[config.mk]
export PLATFORM = sky130hd
export DESIGN_NAME = tcdm_bank_mux
export DESIGN_NICKNAME = d
export VERILOG_FILES = /design/src/rtl/tcdm_bank_mux.sv
export SDC_FILE = /design/constraint.sdc
export NUM_CORES = 1
export LEC_CHECK = 0
export BUFFER_PORTS_ARGS = -buffer_cell sky130_fd_sc_hd__buf_2
export CORE_AREA = 2 2 214 216
export DETAILED_ROUTE_END_ITERATION = 8
export DIE_AREA = 0 0 216 218
export HOLD_SLACK_MARGIN = 0.05
export SLEW_MARGIN = 15
export SYNTH_ARGS = -nofsm -noshare
export SYNTH_HDL_FRONTEND = slang
export SYNTH_SLANG_ARGS = --single-unit
[constraint.sdc]
create_clock -name clk_i -period 10.8 [get_ports clk_i]
set_input_delay 1.08 -clock clk_i [delete_from_list [all_inputs] [get_ports clk_i]]
set_output_delay 1.08 -clock clk_i [all_outputs]
set_load 0.005 [all_outputs]
[src/rtl/tcdm_bank_mux.sv]
// Purpose: round-robin merge of NumInp request ports onto one TCDM adapter port, routing in-order responses back.
// Latency: zero cycles on both request and response paths (combinational mux); state updates on clk_i.
// Backpressure: out_ready_i propagates to the granted port only; loads stall while the response-index FIFO is full.

// Purpose: small generic FIFO holding one entry per outstanding request.
// Latency: one cycle from push to visibility at the head (no bypass).
// Backpressure: push is ignored when full and pop when empty; the caller gates on full/empty.
module tcdm_bank_mux_fifo #(
    parameter int unsigned Width = 2,
    parameter int unsigned Depth = 4
) (
    input  logic             clk_i,
    input  logic             rst_ni,
    input  logic             push_vld,
    input  logic [Width-1:0] push_dat,
    input  logic             pop_vld,
    output logic [Width-1:0] pop_dat,
    output logic             full,
    output logic             empty
);
    localparam int unsigned PtrW = (Depth > 1) ? $clog2(Depth) : 1;
    localparam int unsigned CntW = $clog2(Depth + 1);

    logic [Width-1:0] mem [Depth];
    logic [PtrW-1:0]  wr_ptr_q, rd_ptr_q;
    logic [CntW-1:0]  cnt_q;
    logic             push_ok, pop_ok;

    assign full    = (cnt_q == CntW'(Depth));
    assign empty   = (cnt_q == '0);
    // A full FIFO refuses a push even when the same cycle pops.
    assign push_ok = push_vld && !full;
    assign pop_ok  = pop_vld && !empty;
    assign pop_dat = mem[rd_ptr_q];

    // Pointer and occupancy bookkeeping; pointers wrap at Depth.
    always_ff @(posedge clk_i or negedge rst_ni) begin
        if (!rst_ni) begin
            wr_ptr_q <= '0;
            rd_ptr_q <= '0;
            cnt_q    <= '0;
        end else begin
            if (push_ok) begin
                wr_ptr_q <= (wr_ptr_q == PtrW'(Depth - 1)) ? '0 : wr_ptr_q + 1'b1;
            end
            if (pop_ok) begin
                rd_ptr_q <= (rd_ptr_q == PtrW'(Depth - 1)) ? '0 : rd_ptr_q + 1'b1;
            end
            if (push_ok && !pop_ok) begin
                cnt_q <= cnt_q + 1'b1;
            end else if (!push_ok && pop_ok) begin
                cnt_q <= cnt_q - 1'b1;
            end
        end
    end

    // Storage array; contents are only meaningful below the occupancy count.
    always_ff @(posedge clk_i) begin
        if (push_ok) begin
            mem[wr_ptr_q] <= push_dat;
        end
    end
endmodule

module tcdm_bank_mux #(
    parameter int unsigned NumInp    = 4,
    parameter int unsigned AddrWidth = 32,
    parameter int unsigned DataWidth = 32,
    parameter type         metadata_t = logic,
    parameter int unsigned RespDepth = 4,
    localparam int unsigned BeWidth  = DataWidth / 8
) (
    input  logic                 clk_i,
    input  logic                 rst_ni,
    input  logic [NumInp-1:0]    req_valid_i,
    output logic [NumInp-1:0]    req_ready_o,
    input  logic [AddrWidth-1:0] req_address_i [NumInp],
    input  logic [3:0]           req_amo_i     [NumInp],
    input  logic [NumInp-1:0]    req_write_i,
    input  logic [DataWidth-1:0] req_wdata_i   [NumInp],
    input  metadata_t            req_meta_i    [NumInp],
    input  logic [BeWidth-1:0]   req_be_i      [NumInp],
    output logic [NumInp-1:0]    resp_valid_o,
    input  logic [NumInp-1:0]    resp_ready_i,
    output logic [DataWidth-1:0] resp_rdata_o  [NumInp],
    output metadata_t            resp_meta_o   [NumInp],
    output logic                 out_valid_o,
    input  logic                 out_ready_i,
    output logic [AddrWidth-1:0] out_address_o,
    output logic [3:0]           out_amo_o,
    output logic                 out_write_o,
    output logic [DataWidth-1:0] out_wdata_o,
    output metadata_t            out_meta_o,
    output logic [BeWidth-1:0]   out_be_o,
    input  logic                 out_valid_i,
    output logic                 out_ready_o,
    input  logic [DataWidth-1:0] out_rdata_i,
    input  metadata_t            out_meta_i
);
    localparam int unsigned IdxW = $clog2(NumInp);

    logic [IdxW-1:0] rr_q, lock_idx_q, win_idx, head_idx;
    logic            lock_q, win_found, fifo_full, fifo_empty;
    logic            req_hs, push, pop;

    // Pick the winner: a held lock wins outright, otherwise search from rr_q skipping loads while the FIFO is full.
    always_comb begin
        logic [IdxW-1:0] cand;
        win_found = 1'b0;
        win_idx   = '0;
        cand      = '0;
        if (lock_q) begin
            win_found = req_valid_i[lock_idx_q];
            win_idx   = lock_idx_q;
        end else begin
            for (int unsigned i = 0; i < NumInp; i++) begin
                cand = IdxW'((32'(rr_q) + i) % NumInp);
                if (!win_found && req_valid_i[cand] && (req_write_i[cand] || !fifo_full)) begin
                    win_found = 1'b1;
                    win_idx   = cand;
                end
            end
        end
    end

    assign out_valid_o   = win_found;
    assign out_address_o = req_address_i[win_idx];
    assign out_amo_o     = req_amo_i[win_idx];
    assign out_write_o   = req_write_i[win_idx];
    assign out_wdata_o   = req_wdata_i[win_idx];
    assign out_meta_o    = req_meta_i[win_idx];
    assign out_be_o      = req_be_i[win_idx];

    assign req_hs = win_found && out_ready_i;
    assign push   = req_hs && !req_write_i[win_idx];
    assign pop    = !fifo_empty && out_valid_i && resp_ready_i[head_idx];

    // Only the granted port sees the adapter's ready.
    always_comb begin
        req_ready_o = '0;
        if (win_found) begin
            req_ready_o[win_idx] = out_ready_i;
        end
    end

    // Advance the round-robin pointer past the winner and hold the grant across a stalled output.
    always_ff @(posedge clk_i or negedge rst_ni) begin
        if (!rst_ni) begin
            rr_q       <= '0;
            lock_q     <= 1'b0;
            lock_idx_q <= '0;
        end else begin
            if (req_hs) begin
                rr_q <= IdxW'((32'(win_idx) + 1) % NumInp);
            end
            lock_q <= win_found && !out_ready_i;
            if (win_found && !out_ready_i) begin
                lock_idx_q <= win_idx;
            end
        end
    end

    tcdm_bank_mux_fifo #(
        .Width (IdxW),
        .Depth (RespDepth)
    ) i_idx_fifo (
        .clk_i    (clk_i),
        .rst_ni   (rst_ni),
        .push_vld (push),
        .push_dat (win_idx),
        .pop_vld  (pop),
        .pop_dat  (head_idx),
        .full     (fifo_full),
        .empty    (fifo_empty)
    );

    // Steer the adapter response to the port at the FIFO head; data is broadcast to every port.
    always_comb begin
        resp_valid_o = '0;
        out_ready_o  = 1'b0;
        if (!fifo_empty) begin
            resp_valid_o[head_idx] = out_valid_i;
            out_ready_o            = resp_ready_i[head_idx];
        end
        for (int unsigned p = 0; p < NumInp; p++) begin
            resp_rdata_o[p] = out_rdata_i;
            resp_meta_o[p]  = out_meta_i;
        end
    end

    // A response with nothing outstanding means the adapter and this mux disagree on ordering.
    assert property (@(posedge clk_i) disable iff (!rst_ni) !(out_valid_i && fifo_empty))
        else $error("tcdm_bank_mux: response received with no outstanding request");
endmodule

Word-level counts from Yosys, hierarchy flattened
Memory sizes are Yosys's and may differ from the RTL's.
Cells that the tools add are included.

word-level totals
  bits in writable memories = 8
  flip-flop bits (word level) = 12
  memories = 1
  word-level logic and storage cells = 127
  output and inout bits = 216

memories
  memory          depth  width  read ports  clocked after memory_dff  write ports  RTL line  source
  i_idx_fifo.mem  4      2      1           0                         1            24        logic [Width-1:0] mem [Depth];

cells by class
  order comparisons = 10
  reductions and logical operators = 33
  bitwise operators = 3
  multiplexer cells = 63
  add/sub/neg operators = 8
  eq/ne operators = 3

operators with widths
  cell                                                                                  count
  32-bit binary-select mux with 2-bit select                                            2
  32-bit 2-to-1 mux                                                                     4
  1-bit 2-to-1 mux                                                                      26
  1-bit binary-select mux with 2-bit select                                             12
  4-bit 2-to-1 mux                                                                      6
  2-bit by 3-bit < comparator with 1-bit output (second input constant)                 7
  1-bit logical AND                                                                     18
  4-bit binary-select mux with 2-bit select                                             2
  2-bit 2-to-1 mux                                                                      7
  1-bit zero test                                                                       9
  2-bit by 1-bit adder with 2-bit output (second input constant)                        4
  4-bit bitwise AND                                                                     2
  3-bit 2-to-1 mux                                                                      2
  2-bit adder (second input constant)                                                   2
  1-bit demux with 2-bit select                                                         2
  2-bit equality test (second input constant)                                           2
  2-bit by 1-bit greater-or-equal comparator with 1-bit output (second input constant)  2
  1-bit logical OR                                                                      4
  3-bit by 1-bit adder with 3-bit output (second input constant)                        1
  3-bit equality test (second input constant)                                           1
  3-bit greater-or-equal comparator (second input constant)                             1
  3-bit zero test                                                                       1
  2-bit NOT with 3-bit output                                                           1
  3-bit by 1-bit subtractor with 3-bit output (second input constant)                   1
  2-bit nonzero test                                                                    1

Logic depth before layout (Yosys ltp)
  word-level depth = 30
  depth in mapped cells = 15

By module
From an unflattened synthesis, not the netlist that was laid out.

second synthesis, totals
  cells, all modules = 503
  area total of the unflattened synthesis = 4798.4 µm²

modules (own cells, without submodules)
  module              area an instance (µm²)  sequential area each (µm²)  cells each  times used
  tcdm_bank_mux       4042.6                  125.1                       456         1
  tcdm_bank_mux_fifo  755.7                   415.4                       47          1

Worst setup path after synthesis
Ideal clock, no wire load.

  path kind = input to output
  from = in req_write_i[1]
  to = out req_ready_o[2]
  setup slack = 6.415 ns
  arrival = 3.305 ns
  stages on the path = 9
  path through = or4b_4 > a32oi_4 > a22oi_2 > o41ai_2 > nor2_2 > buf_2 > buf_1 > ha_1 > and3_1

on the way
  word-level cells in the longest chain between the ends = 27
  elaborated cells on any way between the ends = 42

ends and longest elaborated chain
  what                                                                                                                                                        RTL line  source
  start, declared                                                                                                                                             79        input logic [NumInp-1:0] req_write_i,
  1-bit binary-select mux with 2-bit select                                                                                                                   118       if (!win_found && req_valid_i[cand] && (req_write_i[cand] || !fifo_full)) begin
  1-bit 2-to-1 mux (not written as such)                                                                                                                      118
  1-bit logical OR                                                                                                                                            118
  1-bit logical AND                                                                                                                                           118
  1-bit 2-to-1 mux                                                                                                                                            118
  1-bit 2-to-1 mux                                                                                                                                            112       if (lock_q) begin
  1-bit zero test                                                                                                                                             118
  1-bit logical AND (2 in series)                                                                                                                             118
  [... 10 more ...]                                                                                                                                           n/a
  2-bit 2-to-1 mux                                                                                                                                            118
  2-bit 2-to-1 mux                                                                                                                                            112
  2-bit by 3-bit < comparator with 1-bit output (not written as such) / 2-bit by 1-bit greater-or-equal comparator with 1-bit output (equally long branches)  142       req_ready_o[win_idx] = out_ready_i;
  1-bit logical AND (not written as such)                                                                                                                     142
  1-bit 2-to-1 mux (not written as such)                                                                                                                      142
  1-bit demux with 2-bit select                                                                                                                               142
  4-bit bitwise AND (no line)                                                                                                                                 n/a
  4-bit 2-to-1 mux *                                                                                                                                          141       if (win_found) begin
  end, declared                                                                                                                                               76        output logic [NumInp-1:0] req_ready_o,

Every way passes the cells marked *; elsewhere a longest branch is shown, timed or not. The select of a mux whose other input is x is not followed.

Final worst setup path
  from = in req_write_i[1]
  to = out out_address_o[22]

on the way
  word-level cells in the longest chain between the ends = 25
  elaborated cells on any way between the ends = 37

ends and longest elaborated chain
  what                                                     RTL line  source
  1-bit binary-select mux with 2-bit select                118
  1-bit 2-to-1 mux (not written as such)                   118
  1-bit logical OR                                         118
  1-bit logical AND                                        118
  1-bit 2-to-1 mux                                         118
  1-bit 2-to-1 mux                                         112
  1-bit zero test                                          118
  1-bit logical AND (2 in series)                          118
  [... 6 more ...]                                         n/a
  1-bit 2-to-1 mux                                         112
  1-bit zero test                                          118
  1-bit logical AND (2 in series)                          118
  2-bit 2-to-1 mux *                                       118
  2-bit 2-to-1 mux *                                       112
  2-bit NOT with 3-bit output (not written as such) *      127       assign out_address_o = req_address_i[win_idx];
  32-bit binary-select mux with 2-bit select *             127
  32-bit 2-to-1 mux (not written as such) * (2 in series)  127
  end, declared                                            89        output logic [AddrWidth-1:0] out_address_o,

Marks and branches as above.

==> flow_summary.toml <==
[critical_path]
path_common_cell = "buf_2"
r2r_slack_ns = 6.08
crit_cells = 12
critPathTopFamily = "buffers and inverters"
worstPathMaxFanout = 86
cp_slowest_stage_delay_ns = 0.78
cp_data_required_time_ns = 9.72
crit_path_start_kind = "primary input"
critPathKind = "in2out"
critical_path_buf_inv_count = 4
reg2reg_depth = 14
arrival_ns = 5.02
path_cells = "buf_2 > or4b_4 > a32oi_4 > a22oi_2 > o41ai_2 > nor2_4 > inv_4 > buf_4 > nand2_1 > and3_1 > a31oi_1 > buf_2"
cp-startpoint = "req_write_i[1]"
end_kind = "output port"
reg2reg_to = "i_idx_fifo.cnt_q[2]"
rr_startpoint = "rr_q[0]"
crit_slowest_cell = "buf_4"
critPathCapture = "out_address_o[22]"

[logic_synthesis]
synth-main-ff-cell = "dfrtp_1"
synthSimpleGateAreaFrac = 0.373
synth-seq-area-share = 0.114
synth_edf_count = 8
synth.distinct_cells = 49
yosys_register_bits = 20
syn_area_um2 = 4720
synthMuxAreaShare = 0.0477
async_flop_share = 0.600
syn-mean-instance-area_um2 = 6.25
ys_warn_count = 0
synth_compound_area_frac = 0.158
synthXorXnorAreaFrac = 0.00556
synth.top_cells.by_area = "nand2_1, buf_4, and3_1"
netlist_instances = 755
synth_top_cell_by_area = "nand2_1"
synth_top_area_share = 0.237
synth_adder_area_share = 0.0307
synth_top_family_by_area = "simple AND/OR/NAND/NOR gates"
synth_nets = 1107

[route]
drt_iter0_drc = 313
wl_met3_mm = 2.60
vias_per_cell = 3.75
drc_errors = 0
wl_mm = 23.6
wl_met2_mm = 10.6
dr.pass1.iters = 5
highest_layer = "met5"
met1Wirelength_mm = 9.52
via_count = 5892
final_antenna_net_count = 0
wl_per_cell_um = 15.0

[timing]
period_share = 0.565
rsz0062_at_grt = "no"
final.setup_skew_ns = 0.00606
post-route-min-period_ns = 6.10
slew_viol_final = 0
slew-limit-headroom = 0.406
tns_ns = 0
worstMarginPinSlew_ns = 0.891
setup_violations = 0
report.final.hold_viol_count = 0
whs_ns = 0.564
fmax_mhz = 164

[clock_tree]
clk_pin_slew_ns = 0.05
cts_root_buffer = "clkbuf_16"
cts_made_buffers = 3
hold_buffers = 0
cts_resized = 0
cts_tree = "yes"
clock_sinks = 20
cts_setup_buffers = 0
clk_latency_ns = 0.25
cts.htree.levels = 1
cts.path.max_buffers = 2

[floorplanning]
coreArea_um2 = 44900
start_util = 0.105
top_level_ports = 557
dieHeight_um = 218
die_area_um2 = 47100
rows = 78
die_x_um = 216

[power]
p_total_mw = 1.97
power_leakage_nw = 3.34
p_per_area_nw_per_um2 = 309
ir_worst_vdd_mv = 0.231

[final_layout]
drive_above_1_share = 0.434
fillers = 5299
syn_to_final_growth_pct = 34.6
register_area_um2 = 541
multi_input_area_um2 = 2910
final_area_um2 = 6350
final_nets = 1324

[global_routing]
grt_pass1_wl_mm = 33.2
antenna_found_initial = 2
grt_util_all_layers = 0.0925
grt_max_degree = 87
overflow = 0
grt_pass1_vias = 5300

[placement]
routabilityCongestion = 0.900
place_hpwl_mm = 19.3
placed_area_um2 = 6250
port_buffers = 391

[run]
drv_cap = 0

[outcome]
status = "complete, no violations"

[hold_path]
hold_class = "reg2reg"
-- worst min path at each step --
stage                  startpoint       endpoint  slack [ns]  cells after the start
detailed placement  lock_idx_q[1]  lock_idx_q[1]        0.55                      2
CTS                 lock_idx_q[1]  lock_idx_q[1]        0.56                      2
global placement    lock_idx_q[1]  lock_idx_q[1]        0.55                      2
floorplan           lock_idx_q[1]  lock_idx_q[1]        0.52                      2
finish              lock_idx_q[1]  lock_idx_q[1]        0.56                      2
global route        lock_idx_q[1]  lock_idx_q[1]        0.58                      2
-- cells in the final DEF (no fill, tap or decap), drive strengths merged, types with 7 or more instances in the layout --
cell    synthesis  final
and2            7      7
nor2            9      9
nand2         298    298
inv            12     12
edfxtp          8      8
buf           154    396
a31oi          76     76
and3           77     77
dfrtp          12     12
ha             10     10
-- state kept, by name (all words and copies together), names as in the netlist --
register             flops
i_idx_fifo.mem           8
lock_q                   1
i_idx_fifo.wr_ptr_q      2
i_idx_fifo.cnt_q         3
lock_idx_q               2
i_idx_fifo.rd_ptr_q      2
rr_q                     2
-- synth_stat cells (all sizes together), types with 3 or more instances --
library cell / number
nand2: 298
buf: 154
and3: 77
a31oi: 76
clkbuf: 30
dfrtp: 12
inv: 12
ha: 10
nor2: 9
edfxtp: 8
and2: 7
a21oi: 6
mux4: 6
o21ai: 6
mux2: 5
o211ai: 4
a32oi: 3
mux2i: 3
nor3: 3
-- layer usage --
metal  vias up  GRT usage
met4         2     0.0329
met2       415      0.149
met1      2586      0.114
li1       2850          -
met3        39     0.0331
met5         -          0
-- layout make-up --
type | instances | area share
clock inverter | 1 | 0.00473
tap | 600 | 0.118
timing repair buffer | 396 | 0.314
clock buffer | 3 | 0.0118
sequential | 20 | 0.0851
multi-input combinational | 539 | 0.459
antenna | 1 | 0.000394
inverter | 12 | 0.00748
-- logic make-up (layout without fill, tap and decap cells) --
kind of cell	Yosys count	count (layout)
multiplexers	14	14
XOR/XNOR	3	3
AO/OA/AOI/OAI	109	109
AND/OR/NAND/NOR	402	402
other	0	1
buffers and inverters	196	412
adder cells (fa/ha/maj)	11	11
flip-flops	20	20
-- through the flow --
step | cells | setup WS, ns | util
3_3_place_gp | 1567 | 4.60 | 0.139
3_5_place_dp | 1567 | 4.64 | 0.139
2_1_floorplan | 755 | 6.42 | -
4_1_cts | 1571 | 4.63 | 0.141
5_1_grt | 1572 | 4.31 | 0.142
6_report | 1572 | 4.70 | 0.142
-- worst reg2reg max path, delay by kind of cell (launching register included) --
family	cells	cell delay, ns
AND/OR/NAND/NOR	3	0.92
buffers and inverters	2	0.63
multiplexers	1	0.62
AO/OA/AOI/OAI	4	0.94
adder cells (fa/ha/maj)	2	0.61
flip-flops	1	0.63
XOR/XNOR	2	0.29
-- report_power, final --
group	switching (mW)	internal, mW	total, mW
Combinational	1.03	0.678	1.71
Clock	0.0275	0.0735	0.101
Sequential	0.0442	0.116	0.160
No activity file was read; power rests on OpenSTA's default activity.
